## src/rtl/drp_dump_uart_tx.sv

```systemverilog
// DRP record dump over UART.
// Each accepted (address, data) record is sent as the 11-character ASCII line
// "AAAA:DDDD\r\n", 8N1 (or 8N2), LSB first. One record is held at a time.
// Triggers that arrive while busy are dropped and counted.
module drp_dump_uart_tx #(
  parameter int C_SYS_CLK_PRD = 10,
  parameter int C_BAUD_RATE   = 115200,
  parameter int C_STOP_BITS   = 1
) (
  input  logic        CLK_I,
  input  logic        RST_I,
  input  logic        TRIG_I,
  input  logic [15:0] ADDR_I,
  input  logic [15:0] DATA_I,
  output logic        BUSY_O,
  output logic        FINISH_O,
  output logic [7:0]  DROP_CNT_O,
  output logic        TX_O
);

  localparam int DIV = 1000000000 / (C_SYS_CLK_PRD * C_BAUD_RATE);
  localparam int CW  = (DIV > 2) ? $clog2(DIV) : 1;
  localparam logic [CW-1:0] BIT_END  = CW'(DIV - 1);
  // DONE occupies the final clock of the last stop bit, so a retrigger in
  // DONE starts the next start bit with no extra high time on the line.
  localparam logic [CW-1:0] LAST_CLK = CW'(DIV - 2);

  typedef enum logic [2:0] {IDLE, START, DATA, STOP, DONE} state_t;

  typedef struct packed {
    logic [15:0] addr;
    logic [15:0] data;
  } rec_t;

  state_t         state;
  rec_t           rec;
  logic [3:0]     idx;
  logic [2:0]     bitn;
  logic           stopn;
  logic [CW-1:0]  cnt;
  logic [7:0]     ch;
  logic           accept;
  logic           stop_last;
  logic           bit_end;

  assign accept    = TRIG_I & ~BUSY_O;
  assign stop_last = (C_STOP_BITS == 1) || stopn;
  assign bit_end   = (cnt == BIT_END);

  function automatic logic [7:0] hex_ascii(input logic [3:0] n);
    return (n < 4'd10) ? (8'h30 + {4'h0, n}) : (8'h37 + {4'h0, n});
  endfunction

  // Character currently being sent, selected by the line index.
  always_comb begin
    ch = 8'h0A;
    unique case (idx)
      4'd0:    ch = hex_ascii(rec.addr[15:12]);
      4'd1:    ch = hex_ascii(rec.addr[11:8]);
      4'd2:    ch = hex_ascii(rec.addr[7:4]);
      4'd3:    ch = hex_ascii(rec.addr[3:0]);
      4'd4:    ch = 8'h3A;
      4'd5:    ch = hex_ascii(rec.data[15:12]);
      4'd6:    ch = hex_ascii(rec.data[11:8]);
      4'd7:    ch = hex_ascii(rec.data[7:4]);
      4'd8:    ch = hex_ascii(rec.data[3:0]);
      4'd9:    ch = 8'h0D;
      default: ch = 8'h0A;
    endcase
  end

  // Line FSM: bit timer, character index, registered TX/BUSY/FINISH.
  always_ff @(posedge CLK_I or posedge RST_I) begin
    if (RST_I) begin
      state    <= IDLE;
      rec      <= '0;
      idx      <= '0;
      bitn     <= '0;
      stopn    <= 1'b0;
      cnt      <= '0;
      TX_O     <= 1'b1;
      BUSY_O   <= 1'b0;
      FINISH_O <= 1'b0;
    end else begin
      FINISH_O <= 1'b0;
      unique case (state)
        IDLE, DONE: begin
          state <= IDLE;
          if (accept) begin
            rec    <= '{addr: ADDR_I, data: DATA_I};
            state  <= START;
            idx    <= '0;
            cnt    <= '0;
            TX_O   <= 1'b0;
            BUSY_O <= 1'b1;
          end
        end
        START: begin
          cnt <= cnt + CW'(1);
          if (bit_end) begin
            cnt   <= '0;
            bitn  <= '0;
            state <= DATA;
            TX_O  <= ch[0];
          end
        end
        DATA: begin
          cnt <= cnt + CW'(1);
          if (bit_end) begin
            cnt <= '0;
            if (bitn == 3'd7) begin
              state <= STOP;
              stopn <= 1'b0;
              TX_O  <= 1'b1;
            end else begin
              bitn <= bitn + 3'd1;
              TX_O <= ch[bitn + 3'd1];
            end
          end
        end
        STOP: begin
          cnt <= cnt + CW'(1);
          if (stop_last && idx == 4'd10 && cnt == LAST_CLK) begin
            cnt      <= '0;
            state    <= DONE;
            BUSY_O   <= 1'b0;
            FINISH_O <= 1'b1;
          end else if (bit_end) begin
            cnt <= '0;
            if (!stop_last) begin
              stopn <= 1'b1;
            end else begin
              idx   <= idx + 4'd1;
              state <= START;
              TX_O  <= 1'b0;
            end
          end
        end
        default: state <= IDLE;
      endcase
    end
  end

  // Saturating count of triggers rejected while busy.
  always_ff @(posedge CLK_I or posedge RST_I) begin
    if (RST_I)
      DROP_CNT_O <= '0;
    else if (TRIG_I && BUSY_O && DROP_CNT_O != 8'hFF)
      DROP_CNT_O <= DROP_CNT_O + 8'd1;
  end

endmodule

```

## config.mk

```make
export PLATFORM = sky130hd
export DESIGN_NAME = drp_dump_uart_tx
export DESIGN_NICKNAME = d
export VERILOG_FILES = /design/src/rtl/drp_dump_uart_tx.sv
export SDC_FILE = /design/constraint.sdc
export NUM_CORES = 1
export LEC_CHECK = 0
export BUFFER_PORTS_ARGS = -buffer_cell sky130_fd_sc_hd__buf_2
export CAP_MARGIN = 20
export CELL_PAD_IN_SITES_DETAIL_PLACEMENT = 0
export CELL_PAD_IN_SITES_GLOBAL_PLACEMENT = 1
export CORE_AREA = 2 2 111 113
export CTS_CLUSTER_DIAMETER = 150
export CTS_CLUSTER_SIZE = 24
export DETAILED_ROUTE_END_ITERATION = 12
export DIE_AREA = 0 0 113 115
export HOLD_SLACK_MARGIN = 0.06
export PLACE_DENSITY_LB_ADDON = 0.1
export SETUP_SLACK_MARGIN = 0.02
export SYNTH_ARGS = -nofsm -noshare
export SYNTH_HDL_FRONTEND = slang
export SYNTH_SLANG_ARGS = --single-unit
```

## constraint.sdc

```tcl
create_clock -name CLK_I -period 6.4 [get_ports CLK_I]
set_input_delay 1.28 -clock CLK_I [delete_from_list [all_inputs] [get_ports CLK_I]]
set_output_delay 1.28 -clock CLK_I [all_outputs]
set_load 0.02 [all_outputs]
```

# Yosys cells after proc, flatten, opt, wreduce, memory -nomap -nowiden
# Cells that the tools add are included.
# classes
addsub	20
n_lt_le_gt_ge	9
eq_ne	27
n_mux	42
n_bitwise	2
n_reduce_logical	18
# ops
operator	n
6-bit by 4-bit adder with 7-bit output (first input constant)	16
7-bit one-hot mux with 10 select lines	1
7-bit two-way mux	8
4-bit less-than comparator (second input constant)	8
10-bit two-way mux	3
10-bit one-hot mux with 3 select lines	1
3-bit two-way mux	8
10-bit == test (second input constant)	2
4-bit by 3-bit == test with 1-bit output (second input constant)	4
2-bit != test (second input constant)	8
4-bit == test (second input constant)	3
1-bit two-way mux	12
4-bit two-way mux	3
3-bit one-hot mux with 4 select lines	1
4-bit AND reduction	3
10-bit by 1-bit adder with 10-bit output (second input constant)	1
8-bit by 1-bit adder with 8-bit output (second input constant)	1
4-bit by 2-bit == test with 1-bit output (second input constant)	2
8-bit != test (second input constant)	1
4-bit one-hot mux with 2 select lines	1
3-bit by 2-bit == test with 1-bit output (second input constant)	2
3-bit == test (second input constant)	2
3-bit one-hot mux with 2 select lines	1
6-bit AND reduction	1
other kinds (20)	25
# totals
register_bits	63
in_bits	35
out_inout_bits	11
wordCells	128

# Longest topological paths before layout
# Gate-level depths: netlist of the first run.
# logic_depth
depth_word	8
mapped_depth	10
mapped_depth_nobuf	9

# Least setup slack after synthesis of the first run
# Ideal clock, no wire load.
# synth_timing
kind	input port to flip-flop
start	in TRIG_I
end	reg cnt[9]
setup_time_ps	127
arrival_ps	2228
t_required_ps	6273
slack_ps	4044
path_stages	7
n_path_buf	1
cell_sequence	and3_1 buf_4 nor2_1 nor3_1 nand4_1 xor2_1 nor2_1
# synth_via
elab_chain_cells	3
# synth_rtl
element	line_no	rtl
start: declaration	12	input logic TRIG_I,
1-bit bitwise AND	46	assign accept = TRIG_I & ~BUSY_O;
2-bit != test (no source line)	-	
2-bit AND reduction (no source line)	-	
end signal: assignment	99	cnt <= cnt + CW'(1);
end signal: assignment	108	cnt <= cnt + CW'(1);
end signal: assignment	122	cnt <= cnt + CW'(1);
end: declaration	40	logic [CW-1:0] cnt;
# No other way between the ends.
# A chain may end at the register's enable or synchronous reset.

# Worst setup path in the final report of the first run
# Ends and elaborated chain as after synthesis.

==> results.md, run 1 <==
- The layout has approximately 1300 filler cells.
- After detailed placement, the design holds a cell count of between 600 and 700.
- The initial utilization of the core area, before any placement, comes to between 30% and 40%.
- The share of the cycle needed by the critical path after routing is 49.9%.
- The CTS root buffer is clkbuf_16.
- The share of cells above drive strength 1 is 14.3%.
- Among all stages on the critical path, the largest delay is contributed by and3_2.
- The routed length per placed instance is 15.8 um.
- The CTS tree is yes.
- The relative area change from synthesis to final layout is 15.4%.
- The largest net degree at the start of global routing is 64.
- Measured along the y axis, the die boundary spans roughly 120 um.
- Across every metal layer, demand over resource in global routing totals between 15 and 20%.
- After legalization and detailed placement, the total HPWL measured 7.55 mm.
- The number of antenna diodes is 0.
- Setup repair after global routing left no endpoint under its margin.
- The number of distinct standard cells referenced by the synthesized netlist is 63.
- The library cell used most frequently in the layout, excluding fill and tap cells, is nand2_1.
- During synthesis, Yosys emitted a total of 0 warnings.
- The source-to-sink clock delay at the later pin of the worst-skew pair is between 0.3 and 0.4 ns.
- The delay of the slowest cell on the worst path is 0.78 ns.
- Along the worst path, the maximum fanout reaches 52.
- The final routed wirelength across all metal layers is 10.5 mm.
- The count of port buffers added during placement is 45.
- For this run, global-route usage on met2 was measured as 27.6%.
- The die covers 13000 um2.
- After detailed routing, the number of vias per cell comes to 5.21.
- The data required time of the worst path is approximately 6.6 ns.
- The nature of the critical path endpoint is a flop.
- Derived from the worst setup path, the maximum achievable clock frequency is 0.313 GHz.
- The count of mapped cells out of synthesis is between 400 and 500.
- The time the worst path needs with I/O delays and setup is around 3.2 ns.
- The initial antenna violation count is 0.
- The number of synthesized register bits is 63.
- The total iterations of the first detailed-routing run is 8.
- For this run, asynchronously set or reset flops after synthesis account for 100%.
- In this run the power density over the cells is 227 nW/um2.
- In the synthesized netlist the dominant register cell turns out to be dfrtp_1.
- The critical path goes through buf_2, and3_2, nor2_1, nor3_1, nand4_1, xor2_1, nor2_1.
- The final hold violation count is 0.
- The number of resized instances in the post-cts repair step is 0.
- The post-synthesis area per instance is 8.49 um2.
- The first global-routing pass estimated 17.3 mm of wire.
- Buffers added to address setup during post-CTS repair amount to 0.
- Sorting the synthesized cells by area gives the leading types as dfrtp_1 39%, nand2_1 9.4%, ha_1 5.3%.
- Among the stages of the critical path, the cell type that occurs most often is nor2_1.
- The checks that failed: DRC.
- 46 I/O pins were placed.
- The tree built by TritonCTS fans out to 63 sinks.
- The count of flip-flops with a built-in enable after synthesis is 0.
- For this run, global-route usage on met1 was measured as 22.4%.
- Data on the critical path arrives at its endpoint at 3.41 ns.
- Across all setup checks in the final design, the least slack found is 3.20 ns.
- Final hold analysis gives a worst-case slack of 0.485 ns.
- When the netlist entered floorplanning its net count stood at between 500 and 600.
- The number of pins with negative max-slew slack in the final report is 0.
- The met3 usage is under 10%.
- In the layout the commonest cells are 101 x nand2_1, 62 x dfrtp_1, 45 x buf_2.
- The buffers plus inverters on the worst setup path is 1.
- The clock passes through at most 2 buffers.
- The DRC violation count after routing is 1.
- The net total in the final layout is ~560.
- For the pin with the worst max-slew slack, the measured transition is 0.995 ns.
- The final weighted congestion in routability-driven placement is 0.854.
- The flow ran to the end, but the final reports show violations.
- The fraction of post-synthesis cell area in the top cell type by area is between 30% and 40%.
- The worst pin sits at a relative slew slack of 33.5%.
- The number of endpoints failing setup at the final stage is 0.
- Clock skew on the completed layout was measured at 0.00771 ns.
- The number of buffers created by CTS is 9.
- met2 is the most crowded layer.
- The number of rows in the core area is 40.
- In the final timing run, aggregate negative setup slack is 0 ns.
- STA classifies the critical path startpoint as an input pin.
- The width of the die is about 110 um.
- Summing all multi-input logic gate instances after layout gives 2230 um2.
- The H-tree was split into 3 levels.
- After clock tree synthesis, the clock-pin slew on the worst setup and hold paths is 0.06 ns.
- The post-route antenna net violation count is 0.
- The register area share after synthesis is 39.3%.
- Among cell families on the critical path, the largest total delay comes from simple AND/OR/NAND/NOR gates.
- The via count of the first global-routing pass is 3408.
- The worst setup path category is input pin to flop.
- At the placement stage, the worst setup path has a slack of approximately 2.8 ns.
- After the first detailed-routing iteration, the DRC count stood at between 150 and 200.
- The area of the placeable core is between 10000 and 15000 um2.
- The synthesized area is about 4000 um2.
- Across the run, the number of max-cap violations was 0.
- The most area-hungry cell type in the Yosys netlist is dfrtp_1.
- In the final layout, flip-flops and latches occupy 1580 um2.
- The post-route non-filler standard cell count is approximately 660.
- The detailed router placed 3457 vias in this run.
- The total overflow left after global routing is 0.
- The count of hold-fix buffers inserted at cts is 0.
- In this run the static leakage power is 2.11 nW.
- The path class of the tightest hold or removal check is flop to flop.
- The maximum VDD drop is 0.000181 V.
per-stage QoR:
stage                     util [%]  total power, mW  cell area [um2]
after CTS                     39.2             1.07             4630
after floorplan                  -            0.512             4020
final                         39.2             1.05             4630
after detailed placement      36.6            0.555             4330
after global placement        36.6            0.554             4330
after global routing          39.2             1.10             4630
final timing paths:
kind | startpoint | endpoint | slack [ns] | cells after the start
worst min register to register | bitn[1] | bitn[1] | 0.49 | 2
max in group asynchronous | RST_I | rec[16] | 4.68 | 3
worst max register to register | state[1] | cnt[9] | 3.55 | 7
min in group asynchronous | RST_I | BUSY_O | 1.18 | 3
worst max-delay path | TRIG_I | cnt[9] | 3.20 | 7
worst min-delay path | bitn[1] | bitn[1] | 0.49 | 2
state kept, by name, indices dropped and copies added (netlist names):
name        flops
rec            32
cnt            10
TX_O            1
state           3
FINISH_O        1
BUSY_O          1
bitn            3
idx             4
DROP_CNT_O      8
Yosys cell counts, types with 2 or more instances:
| library cell | n |
|---|---|
| and4b_1 | 9 |
| clkbuf_1 | 11 |
| nor2_1 | 16 |
| nand2_1 | 101 |
| ha_1 | 17 |
| buf_4 | 3 |
| a31oi_1 | 3 |
| xnor2_1 | 15 |
| o22ai_1 | 9 |
| xor2_1 | 4 |
| nand3_1 | 8 |
| a22o_1 | 2 |
| a211oi_1 | 8 |
| inv_1 | 28 |
| and3_1 | 6 |
| and3b_1 | 2 |
| a21boi_0 | 2 |
| nor2b_1 | 14 |
| dfrtp_1 | 62 |
| nor3b_1 | 2 |
| o21ai_1 | 8 |
| a21oi_1 | 23 |
| nor4b_1 | 5 |
| nand2b_1 | 3 |
| o31ai_1 | 5 |
| nor3_1 | 6 |
| a21o_1 | 3 |
| nand4b_1 | 2 |
| nor4_1 | 4 |
| nand4_1 | 8 |
| buf_6 | 3 |
| a2111oi_0 | 2 |
| a32oi_1 | 4 |
| o2111ai_1 | 2 |
| mux2i_1 | 3 |
| o21ai_0 | 42 |
| a41oi_1 | 2 |
logic make-up after synthesis:
kind of cell | share of synthesized area (%)
adder cells (fa/ha/maj) | 5.30
flip-flops | 39.3
AND/OR/NAND/NOR | 26.5
multiplexers | 1.03
AO/OA/AOI/OAI | 18.5
XOR/XNOR | 4.14
buffers and inverters | 5.30
worst reg2reg max path, delay by kind of cell (launching register included):
kind	cells	cell delay (ns)
xor+xnor	1	0.18
flops	1	0.45
simple gates	6	2.09
where the power goes:
part	internal, mW	switching, mW
Clock	0.314	0.190
Combinational	0.0440	0.0595
Sequential	0.420	0.0226
Total	0.778	0.273
cell type report:
type	instances	area share (%)
clock buffers	10	5.16
clock inverters	6	1.49
inverters	28	2.27
multi-input cells	363	48.0
flip-flops and latches	63	34.1
well taps	147	3.97
repair buffers	46	5.02
metal layers:
metal	vias to the layer above	wire length, um
met2	47	4900
met4	0	177
met5	-	0
met1	1640	5060
met3	12	338
li1	1758	-
(Power assumes the default switching activity.)
==> run 2: changes to the inputs <==
--- a/config.mk
+++ b/config.mk
@@ -5,15 +5,16 @@
 export SDC_FILE = /design/constraint.sdc
 export NUM_CORES = 1
 export LEC_CHECK = 0
+export ABC_AREA = 1
 export BUFFER_PORTS_ARGS = -buffer_cell sky130_fd_sc_hd__buf_2
 export CAP_MARGIN = 20
 export CELL_PAD_IN_SITES_DETAIL_PLACEMENT = 0
 export CELL_PAD_IN_SITES_GLOBAL_PLACEMENT = 1
-export CORE_AREA = 2 2 111 113
+export CORE_AREA = 2 2 113 115
 export CTS_CLUSTER_DIAMETER = 150
 export CTS_CLUSTER_SIZE = 24
 export DETAILED_ROUTE_END_ITERATION = 12
-export DIE_AREA = 0 0 113 115
+export DIE_AREA = 0 0 115 117
 export HOLD_SLACK_MARGIN = 0.06
 export PLACE_DENSITY_LB_ADDON = 0.1
 export SETUP_SLACK_MARGIN = 0.02
==> constraint.sdc (replaced) <==
create_clock -name CLK_I -period 3 [get_ports CLK_I]
set_input_delay 0.6 -clock CLK_I [delete_from_list [all_inputs] [get_ports CLK_I]]
set_output_delay 0.6 -clock CLK_I [all_outputs]
set_load 0.02 [all_outputs]
==> results.md, run 2 <==
- The minimum setup slack in the final design came to 0.935 ns (was 3.20 ns).
- The source-to-sink clock delay at the later pin of the worst-skew pair was 0.34 ns (about the same).
- The count of mapped cells out of synthesis is 605 (was 473).
- The share of cells above drive strength 1 is 15.7% (was 14.3%).
- The internal power came to 1.83 mW (was 0.778 mW).
- The width of the die is 115 um (was 113 um).
- The DRC violation count after routing is 0 (was 1).
- The leading cell type in the layout, fill and taps excluded is nand2_1 (unchanged).
- The proportion of power drawn by combinational gates is 10.2% (was 9.9%).
- The standard cell area after detailed placement is 4590 um2 (was 4330 um2).
- The largest clock skew in the final design is 0.00767 ns (was 0.00771 ns).
- The post-route non-filler standard cell count is 804 (was 663).
- The net count after synthesis came to 657 (was 525).
- The CTS root buffer was clkbuf_16 (unchanged).
- The total non-filler cell area in the finished layout came to 4940 um2 (was 4630 um2).
- The share of the core filled with cells in the final layout is 40.1% (was 39.2%).
- The final weighted congestion in routability-driven placement came to 0.885 (was 0.854).
- The post-synthesis area per instance was 6.97 um2 (was 8.49 um2).
- The share of total power consumed by net switching came to 24.9% (was 26.0%).
- The fraction of registers with async set/reset is 100% (unchanged).
- The top-level I/O count was 46 (unchanged).
- The number of resized instances in the post-cts repair step is 0 (unchanged).
- The number of pins with negative max-slew slack in the final report is 0 (unchanged).
- The initial antenna violation count is 0 (unchanged).
- The register area share after synthesis was 37.4% (was 39.3%).
- The CTS tree was yes (unchanged).
- The final routed wirelength across all metal layers is 10.6 mm (was 10.5 mm).
- The switching power of the nets was 0.607 mW (was 0.273 mW).
- The data required time of the worst path is 3.23 ns (was 6.61 ns).
- The flip-flop count of the largest register after layout was 32 (unchanged).
- The largest net degree at the start of global routing was 34 (was 64).
- The most frequently used flop master after synthesis is dfrtp_1 (unchanged).
- Most used standard cells in the synthesized netlist: 177 x nand2_1, 78 x inv_1, 77 x nand3_1 (was 101 x nand2_1, 62 x dfrtp_1, 42 x o21ai_0).
- The nature of the critical path endpoint is a flop (unchanged).
- The area of the placeable core was 12300 um2 (was 11800 um2).
- The most frequent cell after synthesis is nand2_1 (unchanged).
- The time the worst path needs with I/O delays and setup is 2.06 ns.
- The via-per-instance ratio came to 4.79 (was 5.21).
- The number of distinct standard cells referenced by the synthesized netlist was 40 (was 63).
- The count of warnings emitted by yosys is 0 (unchanged).
- The number of DRC violations after detailed-routing iteration 0 is 162 (was 180).
- The via count of the first global-routing pass is 3756 (was 3408).
- The sum of overflow across all layers after global routing is 0 (unchanged).
- Setup repair after global routing missed its margin: false (unchanged).
- The number of rows in the core area is 41 (was 40).
- Top area cells in the synthesized netlist: dfrtp_1 37%, nand2_1 16%, nand3_1 9.1% (was dfrtp_1 39%, nand2_1 9.4%, ha_1 5.3%).
- The die outline height came to 117 um (was 115 um).
- The count of vias placed by the detailed router is 3851 (was 3457).
- The post-CTS setup buffer count was 0 (unchanged).
- The share of the cycle needed by the critical path after routing is 68.8%.
- The count of flip-flops with a built-in enable after synthesis is 0 (unchanged).
- The most area-hungry cell type in the Yosys netlist is dfrtp_1 (unchanged).
- The maximum level of the CTS H-tree is 3 (unchanged).
- The hold slack came to 0.361 ns (was 0.485 ns).
- The final sum of negative setup slack is 0 ns (unchanged).
- The post-DP HPWL is 8.36 mm (was 7.55 mm).
- The count of port buffers added during placement was 45 (unchanged).
- The class of the tightest hold or removal check is input pin to async pin (was flop to flop).
- The deepest clock path buffer count came to 2 (unchanged).
- The fraction of post-synthesis cell area in the top cell type by area came to 36.8% (was 38.6%).
- The synthesized area is 4220 um2 (was 4020 um2).
- The arrival time of data at the critical path endpoint is 2.29 ns (was 3.41 ns).
- The number of clock sinks seen by CTS is 63 (unchanged).
- Leading cell types in the layout, fill and taps excluded: 177 x nand2_1, 77 x nand3_1, 76 x inv_1 (was 101 x nand2_1, 62 x dfrtp_1, 45 x buf_2).
- The final hold violation count is 0 (unchanged).
- The number of synthesized register bits is 63 (unchanged).
- The power per cell area came to 495 nW/um2 (was 227 nW/um2).
- Largest registers: rec x32, cnt x10, DROP_CNT_O x8 (unchanged).
- The routed length per placed instance was 13.2 um (was 15.8 um).
- The slew at the pin closest to its max-slew limit came to 0.688 ns (was 0.995 ns).
- The count of placed standard cells including taps is 788 (was 647).
- The worst setup path category is flop to flop (was input pin to flop).
- The number of endpoints failing setup at the final stage is 0 (unchanged).
- The number of antenna diodes came to 0 (unchanged).
- The relative max-transition margin is 54.0% (was 33.5%).
- The max-capacitance violation count is 0 (unchanged).
- The post-route antenna net violation count was 0 (unchanged).
- The launching element type of the critical path was a flop (was input pin).
- The part of the total power dissipated in sequential elements came to 39.2% (was 42.1%).
- The area enclosed by the die boundary was 13500 um2 (was 13000 um2).
- The total design power came to 2.44 mW (was 1.05 mW).
- The final-layout fill cell count is 1349 (was 1258).
- The maximum fanout encountered on the critical timing path is 4 (was 52).
- The worst-case setup slack after placement is 0.942 ns (was 2.82 ns).
- The register with the highest flop count is rec (unchanged).
- The number of buffers created by CTS is 9 (unchanged).
- The net total in the final layout was 701 (was 563).
- The relative area change from synthesis to final layout was 17.1% (was 15.4%).
- The maximum VDD drop is 0.000324 V (was 0.000181 V).
- The clock network fraction of design power came to 50.6% (was 48.0%).
- Timing would allow up to 0.484 GHz.
- The overall fraction of global-route tracks in use was 17.1% (about the same).
- The initial core utilization came to 34.2% (was 34.0%).
- The count of hold-fix buffers inserted at cts is 0 (unchanged).
- The first-pass GRT wire length came to 17.9 mm (was 17.3 mm).
- The total iterations of the first detailed-routing run is 5 (was 8).
- The clock-pin slew on the worst setup and hold paths is 0.06 ns (about the same).
- Outcome: complete, no violations (was finished, violations left).
- The reported leakage power came to 2.54 nW (was 2.11 nW).
[run 2: cell types whose count changed after synthesis, sizes merged, moves of 14 or more]
cell	previous run	this run
nor2b	14	0
inv	28	89
nor2	18	54
nand2	102	181
nand3	9	80
xnor2	15	1
[run 2: power groups by stage]
| stage | registers, mW | clock network [mW] | logic [mW] |
|---|---|---|---|
| floorplan | 1.03 | 0 | 0.0896 |
| global placement | 0.971 | 0 | 0.252 |
| detailed placement | 0.972 | 0 | 0.256 |
| CTS | 0.959 | 1.28 | 0.256 |
| global route | 0.970 | 1.30 | 0.281 |
| finish | 0.957 | 1.24 | 0.249 |
[run 2: final timing paths]
kind / start / to / slack (ns) / depth (start not counted)
hold / removal: RST_I / DROP_CNT_O[6] / 0.36 / 2
hold reg to reg: DROP_CNT_O[7] / DROP_CNT_O[7] / 0.49 / 1
setup reg to reg: idx[0] / state[1] / 0.94 / 11
max in group asynchronous: RST_I / TX_O / 1.97 / 3
setup / recovery: idx[0] / state[1] / 0.94 / 11
min in group CLK_I: ADDR_I[7] / rec[23] / 0.46 / 3
[run 2: per-layer routing]
layer	vias up	track usage, %	part of all wire [%]
met5	-	0	0
met4	0	9.08	2.9
met3	19	3.40	2.8
met2	44	28.1	46
met1	1769	21.4	48
li1	2019	-	-
[run 2: worst max-delay path: stages, from the launching register on]
cell and delay [ns]:
dfrtp_1 0.41, inv_1 0.13, ha_1 0.26, nand3_1 0.12, nor2_2 0.10, nand3_2 0.09, nand2_1 0.08, inv_2 0.05
o21ai_2 0.18, inv_2 0.10, nor2_4 0.11, mux2_1 0.32
[run 2: cell families after synthesis]
kind of cell | synth area share (%)
AO/OA/AOI/OAI | 10.3
buffers and inverters | 9.97
AND/OR/NAND/NOR | 35.1
flip-flops | 37.4
multiplexers | 0.267
adder cells (fa/ha/maj) | 5.04
XOR/XNOR | 1.87
[run 2: layout make-up]
class	count	area, um2	area share, %
multi-input combinational	437	2220	44.9
sequential	63	1580	32.0
inverter	90	343	6.95
timing repair buffer	48	260	5.27
clock buffer	11	243	4.92
tap	150	188	3.80
clock inverter	5	106	2.15
